### src/rtl/mem_arb_pkg.sv
// Shared types and constants for the unified-memory port arbiter.
package mem_arb_pkg;

    localparam int ADDR_W = 16;
    localparam int DATA_W = 16;

    localparam logic PORT_IF = 1'b0;
    localparam logic PORT_DM = 1'b1;

    typedef enum logic [1:0] {
        IDLE    = 2'd0,
        BUSY_IF = 2'd1,
        BUSY_DM = 2'd2
    } arb_state_t;

endpackage

### src/rtl/mem_port_arb_if.sv
// Bundle of fetch-port, data-port and memory-side signals around mem_port_arb.
interface mem_port_arb_if;
    import mem_arb_pkg::*;

    logic              if_req;
    logic [ADDR_W-1:0] if_addr;
    logic [DATA_W-1:0] if_data;
    logic              if_done;
    logic              if_stall;

    logic              dm_req;
    logic              dm_wr;
    logic [ADDR_W-1:0] dm_addr;
    logic [DATA_W-1:0] dm_wdata;
    logic [DATA_W-1:0] dm_rdata;
    logic              dm_done;
    logic              dm_stall;

    logic              mem_en;
    logic              mem_wr;
    logic [ADDR_W-1:0] mem_addr;
    logic [DATA_W-1:0] mem_wdata;
    logic [DATA_W-1:0] mem_rdata;

    modport master (
        output if_req, if_addr, dm_req, dm_wr, dm_addr, dm_wdata, mem_rdata,
        input  if_data, if_done, if_stall, dm_rdata, dm_done, dm_stall,
               mem_en, mem_wr, mem_addr, mem_wdata
    );

    modport slave (
        input  if_req, if_addr, dm_req, dm_wr, dm_addr, dm_wdata, mem_rdata,
        output if_data, if_done, if_stall, dm_rdata, dm_done, dm_stall,
               mem_en, mem_wr, mem_addr, mem_wdata
    );
endinterface

### src/rtl/mem_port_arb_lat_cnt.sv
// Loadable down-counter timing one memory access; saturates at zero, reload only on load.
module arb_lat_cnt #(
    parameter int LATENCY = 2,
    parameter int W       = $clog2(LATENCY + 1)
) (
    input  logic clk,
    input  logic rst,
    input  logic i_load,
    input  logic i_dec,
    output logic o_zero
);
    localparam logic [W-1:0] LOAD_VAL = W'(LATENCY - 1);

    logic [W-1:0] r_cnt;

    always_ff @(posedge clk or posedge rst) begin
        if (rst)
            r_cnt <= '0;
        else if (i_load)
            r_cnt <= LOAD_VAL;
        else if (i_dec && (r_cnt != '0))
            r_cnt <= r_cnt - W'(1);
    end

    assign o_zero = (r_cnt == '0);
endmodule

### src/rtl/mem_port_arb.sv
// Fetch/data arbiter for the single-ported memory: issue->done LATENCY+1 cycles, one access in flight,
// losers see stall until their done. ARB_RR_EN selects round-robin on collisions, else data priority.
module mem_port_arb
    import mem_arb_pkg::*;
#(
    parameter int LATENCY = 2
) (
    input logic           clk,
    input logic           rst,
    mem_port_arb_if.slave bus
);
    arb_state_t        r_state, w_state_nxt;
    logic [DATA_W-1:0] r_if_data, r_dm_rdata;
    logic              r_if_done, r_dm_done, r_dm_is_wr;

    logic              w_if_elig, w_dm_elig, w_pick_dm;
    logic              w_issue, w_issue_dm, w_cnt_dec, w_cnt_zero;
    logic              w_if_cap, w_dm_cap;
    logic              w_mem_en, w_mem_wr;
    logic [ADDR_W-1:0] w_mem_addr;
    logic [DATA_W-1:0] w_mem_wdata;

    // A port whose done is pulsing is still holding req for this cycle; do not re-issue it.
    assign w_if_elig = bus.if_req & ~r_if_done;
    assign w_dm_elig = bus.dm_req & ~r_dm_done;

`ifdef ARB_RR_EN
    logic r_last_grant;
    assign w_pick_dm = w_dm_elig & (~w_if_elig | (r_last_grant == PORT_IF));

    always_ff @(posedge clk or posedge rst) begin
        if (rst)
            r_last_grant <= PORT_IF;
        else if (w_issue)
            r_last_grant <= w_issue_dm ? PORT_DM : PORT_IF;
    end
`else
    assign w_pick_dm = w_dm_elig;
`endif

    always_comb begin
        w_state_nxt = r_state;
        w_issue     = 1'b0;
        w_issue_dm  = 1'b0;
        w_cnt_dec   = 1'b0;
        w_if_cap    = 1'b0;
        w_dm_cap    = 1'b0;
        w_mem_en    = 1'b0;
        w_mem_wr    = 1'b0;
        w_mem_addr  = '0;
        w_mem_wdata = '0;
        case (r_state)
            IDLE: begin
                if (!rst) begin
                    if (w_pick_dm) begin
                        w_issue     = 1'b1;
                        w_issue_dm  = 1'b1;
                        w_mem_en    = 1'b1;
                        w_mem_wr    = bus.dm_wr;
                        w_mem_addr  = bus.dm_addr;
                        w_mem_wdata = bus.dm_wdata;
                        w_state_nxt = BUSY_DM;
                    end else if (w_if_elig) begin
                        w_issue     = 1'b1;
                        w_mem_en    = 1'b1;
                        w_mem_addr  = bus.if_addr;
                        w_state_nxt = BUSY_IF;
                    end
                end
            end
            BUSY_IF: begin
                if (w_cnt_zero) begin
                    w_if_cap    = 1'b1;
                    w_state_nxt = IDLE;
                end else begin
                    w_cnt_dec = 1'b1;
                end
            end
            BUSY_DM: begin
                if (w_cnt_zero) begin
                    w_dm_cap    = 1'b1;
                    w_state_nxt = IDLE;
                end else begin
                    w_cnt_dec = 1'b1;
                end
            end
            default: w_state_nxt = IDLE;
        endcase
    end

    arb_lat_cnt #(.LATENCY(LATENCY)) u_lat_cnt (
        .clk    (clk),
        .rst    (rst),
        .i_load (w_issue),
        .i_dec  (w_cnt_dec),
        .o_zero (w_cnt_zero)
    );

    always_ff @(posedge clk or posedge rst) begin
        if (rst) begin
            r_state    <= IDLE;
            r_if_data  <= '0;
            r_dm_rdata <= '0;
            r_if_done  <= 1'b0;
            r_dm_done  <= 1'b0;
            r_dm_is_wr <= 1'b0;
        end else begin
            r_state   <= w_state_nxt;
            r_if_done <= w_if_cap;
            r_dm_done <= w_dm_cap;
            if (w_issue_dm)
                r_dm_is_wr <= bus.dm_wr;
            if (w_if_cap)
                r_if_data <= bus.mem_rdata;
            if (w_dm_cap && !r_dm_is_wr)
                r_dm_rdata <= bus.mem_rdata;
        end
    end

    assign bus.if_data   = r_if_data;
    assign bus.if_done   = r_if_done;
    assign bus.if_stall  = bus.if_req & ~r_if_done;
    assign bus.dm_rdata  = r_dm_rdata;
    assign bus.dm_done   = r_dm_done;
    assign bus.dm_stall  = bus.dm_req & ~r_dm_done;
    assign bus.mem_en    = w_mem_en;
    assign bus.mem_wr    = w_mem_wr;
    assign bus.mem_addr  = w_mem_addr;
    assign bus.mem_wdata = w_mem_wdata;
endmodule

### src/flat_wrapper.sv
// flat-port wrapper written by rule: the top's interface ports become plain ports
module mem_port_arb_flat import mem_arb_pkg::*;
#(
    parameter int LATENCY = 2
)
  (clk, rst, bus_if_req, bus_if_addr, bus_dm_req, bus_dm_wr, bus_dm_addr, bus_dm_wdata, bus_mem_rdata, bus_if_data, bus_if_done, bus_if_stall, bus_dm_rdata, bus_dm_done, bus_dm_stall, bus_mem_en, bus_mem_wr, bus_mem_addr, bus_mem_wdata);
  mem_port_arb_if bus_i ();
  input logic clk;
  input logic rst;
  input wire logic [$bits(bus_i.if_req)-1:0] bus_if_req;
  input wire logic [$bits(bus_i.if_addr)-1:0] bus_if_addr;
  input wire logic [$bits(bus_i.dm_req)-1:0] bus_dm_req;
  input wire logic [$bits(bus_i.dm_wr)-1:0] bus_dm_wr;
  input wire logic [$bits(bus_i.dm_addr)-1:0] bus_dm_addr;
  input wire logic [$bits(bus_i.dm_wdata)-1:0] bus_dm_wdata;
  input wire logic [$bits(bus_i.mem_rdata)-1:0] bus_mem_rdata;
  output wire logic [$bits(bus_i.if_data)-1:0] bus_if_data;
  output wire logic [$bits(bus_i.if_done)-1:0] bus_if_done;
  output wire logic [$bits(bus_i.if_stall)-1:0] bus_if_stall;
  output wire logic [$bits(bus_i.dm_rdata)-1:0] bus_dm_rdata;
  output wire logic [$bits(bus_i.dm_done)-1:0] bus_dm_done;
  output wire logic [$bits(bus_i.dm_stall)-1:0] bus_dm_stall;
  output wire logic [$bits(bus_i.mem_en)-1:0] bus_mem_en;
  output wire logic [$bits(bus_i.mem_wr)-1:0] bus_mem_wr;
  output wire logic [$bits(bus_i.mem_addr)-1:0] bus_mem_addr;
  output wire logic [$bits(bus_i.mem_wdata)-1:0] bus_mem_wdata;
  assign bus_i.if_req = bus_if_req;
  assign bus_i.if_addr = bus_if_addr;
  assign bus_i.dm_req = bus_dm_req;
  assign bus_i.dm_wr = bus_dm_wr;
  assign bus_i.dm_addr = bus_dm_addr;
  assign bus_i.dm_wdata = bus_dm_wdata;
  assign bus_i.mem_rdata = bus_mem_rdata;
  assign bus_if_data = bus_i.if_data;
  assign bus_if_done = bus_i.if_done;
  assign bus_if_stall = bus_i.if_stall;
  assign bus_dm_rdata = bus_i.dm_rdata;
  assign bus_dm_done = bus_i.dm_done;
  assign bus_dm_stall = bus_i.dm_stall;
  assign bus_mem_en = bus_i.mem_en;
  assign bus_mem_wr = bus_i.mem_wr;
  assign bus_mem_addr = bus_i.mem_addr;
  assign bus_mem_wdata = bus_i.mem_wdata;
  mem_port_arb #(.LATENCY(LATENCY)) u_core (.clk(clk), .rst(rst), .bus(bus_i));
endmodule
### config.mk
export PLATFORM = sky130hd
export DESIGN_NAME = mem_port_arb_flat
export DESIGN_NICKNAME = d
export VERILOG_FILES = /design/src/rtl/mem_arb_pkg.sv /design/src/rtl/mem_port_arb_if.sv /design/src/rtl/mem_port_arb_lat_cnt.sv /design/src/rtl/mem_port_arb.sv /design/src/flat_wrapper.sv
export SDC_FILE = /design/constraint.sdc
export NUM_CORES = 1
export LEC_CHECK = 0
export CORE_MARGIN = 2
export CORE_UTILIZATION = 35
export DETAILED_ROUTE_END_ITERATION = 8
export GPL_TIMING_DRIVEN = 0
export PLACE_DENSITY = 0.8
export SETUP_SLACK_MARGIN = 0.15
export SLEW_MARGIN = 40
export SYNTH_ARGS = -nofsm -noshare
export SYNTH_HDL_FRONTEND = slang
export SYNTH_SLANG_ARGS = --single-unit
### constraint.sdc
create_clock -name clk -period 1.8 [get_ports clk]
set_input_delay 0.36 -clock clk [delete_from_list [all_inputs] [get_ports clk]]
set_output_delay 0.36 -clock clk [all_outputs]
set_load 0.02 [all_outputs]
==> run_results.csv <==
group,metric,value,unit
grt,grt_pass1_wl,9.52,mm
timing,final.min_clock_period,2.11,ns
drt,drt-total-wl,6.81,mm
outcome,status,"finished with violations",
floorplan,num_rows,27,
cts,numClockSinks,39,
power,power-per-cell-area,1310,nW/um^2
cts,cts_tree,"done",
setup_path,r2r_cells,10,
floorplan,die_width,79.5,um
drt,drtIter0Drc,80,
cts,clockRootBuffer,"clkbuf_8",
drt,drt_first_pass_iters,4,
power,clkPwrFrac,0.100,
setup_path,cp.required,1.44,ns
grt,grt_max_degree,40,
setup_path,critical_path_class,"reg2out",
drt,vias_per_cell,4.73,
cts,clk_latency,0.28,ns
power,swShare,0.368,
timing,layout_setup_ws,-0.310,ns
final_layout,nets,428,
grt,grt_overflow,0,
power,pwr-share-comb,0.627,
logic_synthesis,synth_cells,179,
timing,hold_violations,0,
drt,wl_per_cell,15.9,um
cts,numCtsBuffers,5,
final_layout,area_growth,116,%
timing,maxSlewViolCount,0,
final_layout,final_area,4300,um^2
power,finalPower,5.65,mW
cts,ctsHoldBuffers,0,
timing,fin_skew,0.00294,ns
power,leakage,2.11,nW
timing,tightest_slew,0.484,ns
floorplan,start_util,0.362,
grt,grt_pass1_vias,1973,
timing,setup_viol,35,
worst_hold_path,hp-class,"in2async",
place,pre_cts_slack,-0.865,ns
power,seqPwrFrac,0.273,
logic_synthesis,synth_seq_cells,39,
power,p_int,3.57,mW
power,power_switching,2.08,mW
drt,ant_nets,0,
drt,drc,0,
logic_synthesis,syn-cell-area,1990,um^2
logic_synthesis,yosysWarnings,0,
setup_path,endpoint_kind,"output port",
floorplan,io_pins,139,
place,dp_hpwl,4.38,mm
place,portBuffers,138,
timing,fin_crit_sh,1.17,
cts,cts_buffer_depth,2,
drt,vias,2025,
grt,grt_antenna_before_repair,0,
place,place.gp.congestion,0.724,
final_layout,drive_above_1_share,0.449,
timing,slew_headroom,0.678,
power,ir_drop,1.00,mV
setup_path,crit_path_max_fanout,6,
cts,path_clk_slew,0.07,ns
logic_synthesis,ys_types,27,
logic_synthesis,ys_seq_area_frac,0.490,
outcome,violations,"negative setup slack",
timing,fmax,474,MHz
logic_synthesis,syn_nets,252,
place,place_area,3630,um^2
timing,rsz0062_at_grt,"yes",
final_layout,diodes,0,
grt,grtUsageTotal,0.191,
final_layout,fillCellCount,351,
setup_path,arrival,1.75,ns
cts,htree_levels,2,
floorplan,dieArea,6310,um^2
logic_synthesis,avgSynthCellArea,11.1,um^2
setup_path,critPathLaunchType,"flip-flop",
floorplan,die_h,79.5,um
run,max-cap-violations,0,
floorplan,core,5510,um^2
-- critical path, stage by stage, from the launching register on --
cell and delay, ns:
dfrtp_1 0.40, inv_2 0.09, ha_4 0.15, nand2b_4 0.07, o21bai_4 0.23, buf_12 0.15
buf_16 0.13, a21oi_4 0.11, buf_6 0.13
-- power groups by stage --
stage | logic [mW] | clock network [mW] | registers, mW
6_report | 3.54 | 0.564 | 1.54
3_3_place_gp | 2.91 | 0 | 1.52
5_1_grt | 3.73 | 0.621 | 1.59
4_1_cts | 3.34 | 0.584 | 1.54
2_1_floorplan | 1.17 | 0 | 1.99
3_5_place_dp | 2.95 | 0 | 1.56
-- state kept, by name, indices dropped and copies added, names as in the netlist --
name,flops
u_core.bus.dm_done,1
u_core.bus.if_data,16
u_core.bus.if_done,1
u_core.r_dm_is_wr,1
u_core.u_lat_cnt.r_cnt,2
u_core.bus.dm_rdata,16
u_core.r_state,2
-- layout make-up --
| class | count | area (um^2) | area share |
|---|---|---|---|
| clock inverters | 1 | 5.00 | 0.00116 |
| flip-flops and latches | 39 | 977 | 0.227 |
| multi-input cells | 123 | 1180 | 0.274 |
| repair buffers | 169 | 1810 | 0.421 |
| plain buffers | 8 | 119 | 0.0276 |
| inverters | 9 | 46.3 | 0.0108 |
| clock buffers | 7 | 76.3 | 0.0177 |
| well taps | 72 | 90.1 | 0.0209 |
-- cell usage after synthesis --
cell type,instances,area (um^2)
mux2_4,10,150
buf_2,3,15.0
o211ai_1,2,15.0
xnor2_1,1,8.76
dfrtp_1,39,976
ha_1,4,50.1
inv_1,8,30.0
clkinv_1,1,3.75
mux2_2,23,259
buf_4,1,7.51
nand2_1,34,128
and2_2,1,7.51
nor2_4,1,11.3
buf_6,3,33.8
clkbuf_1,1,3.75
a22o_1,1,8.76
a21oi_1,16,80.1
nand3_1,2,10.0
and3_1,1,6.26
o21bai_4,1,18.8
nor3b_1,1,7.51
and2_1,17,106
nor2b_1,2,12.5
nand2b_1,3,18.8
nand4_1,1,6.26
o21ai_0,1,5.00
nand2b_4,1,13.8
-- cell families (layout without fill, tap and decap cells) --
logic type,count (synthesis),in the layout,synth area share
adder cells (fa/ha/maj),4,4,0.0251
buffers and inverters,17,194,0.0471
AO/OA/AOI/OAI,21,21,0.0640
XOR/XNOR,1,1,0.00440
AND/OR/NAND/NOR,64,64,0.164
multiplexers,33,33,0.205
flip-flops,39,39,0.490
-- layout by cell type (no fill, tap or decap), types with 3 or more instances in the layout --
cell	n
clkdlybuf4s50_1	80
buf_6	43
dfrtp_1	38
nand2_1	33
buf_4	20
dlymetal6s2s_1	19
and2_4	18
mux2_2	18
mux2_4	15
a21oi_4	10
buf_12	6
clkbuf_8	5
inv_1	4
dlygate4sd2_1	4
nand2b_4	3
buf_8	3
a21oi_2	3
a21oi_1	3
ha_4	3
-- worst paths after layout --
kind,start,to,slack (ns)
setup / recovery,u_core.r_state[0]$_DFFE_PP0P_,bus_mem_addr[10],-0.31
hold / removal,rst,u_core.r_state[0]$_DFFE_PP0P_,0.30
setup reg to reg,u_core.r_state[0]$_DFFE_PP0P_,u_core.r_dm_is_wr$_DFFE_PP0P_,-0.03
hold reg to reg,u_core.bus.if_data[13]$_DFFE_PP0P_,u_core.bus.if_data[13]$_DFFE_PP0P_,0.51
max in group asynchronous,rst,u_core.bus.dm_done$_DFF_PP0_,1.15
min in group clk,u_core.bus.if_data[13]$_DFFE_PP0P_,u_core.bus.if_data[13]$_DFFE_PP0P_,0.51
-- per-stage QoR --
stage	cells	util	setup TNS [ns]	hold WS [ns]
5_1_grt	428	0.781	-10.83	0.366
3_5_place_dp	389	0.659	-25.29	0.488
3_3_place_gp	389	0.658	-40.00	0.483
2_1_floorplan	179	-	0	0.472
6_report	428	0.781	-8.54	0.299
4_1_cts	416	0.733	-6.29	0.321
-- metal layers --
layer | global-route usage | wire, um
met2 | 0.355 | 3700
met1 | 0.208 | 2440
met3 | 0.0645 | 607
met4 | 0.0414 | 66
met5 | 0 | 0
-- what timing repair did --
item                                    4_1_cts  5_1_grt
setup buffers                                16       13
pin swaps                                    12       11
gates cloned                                  3        0
endpoints found under the setup margin       56       80
resized for setup                           246       47
(Power assumes the default switching activity.)
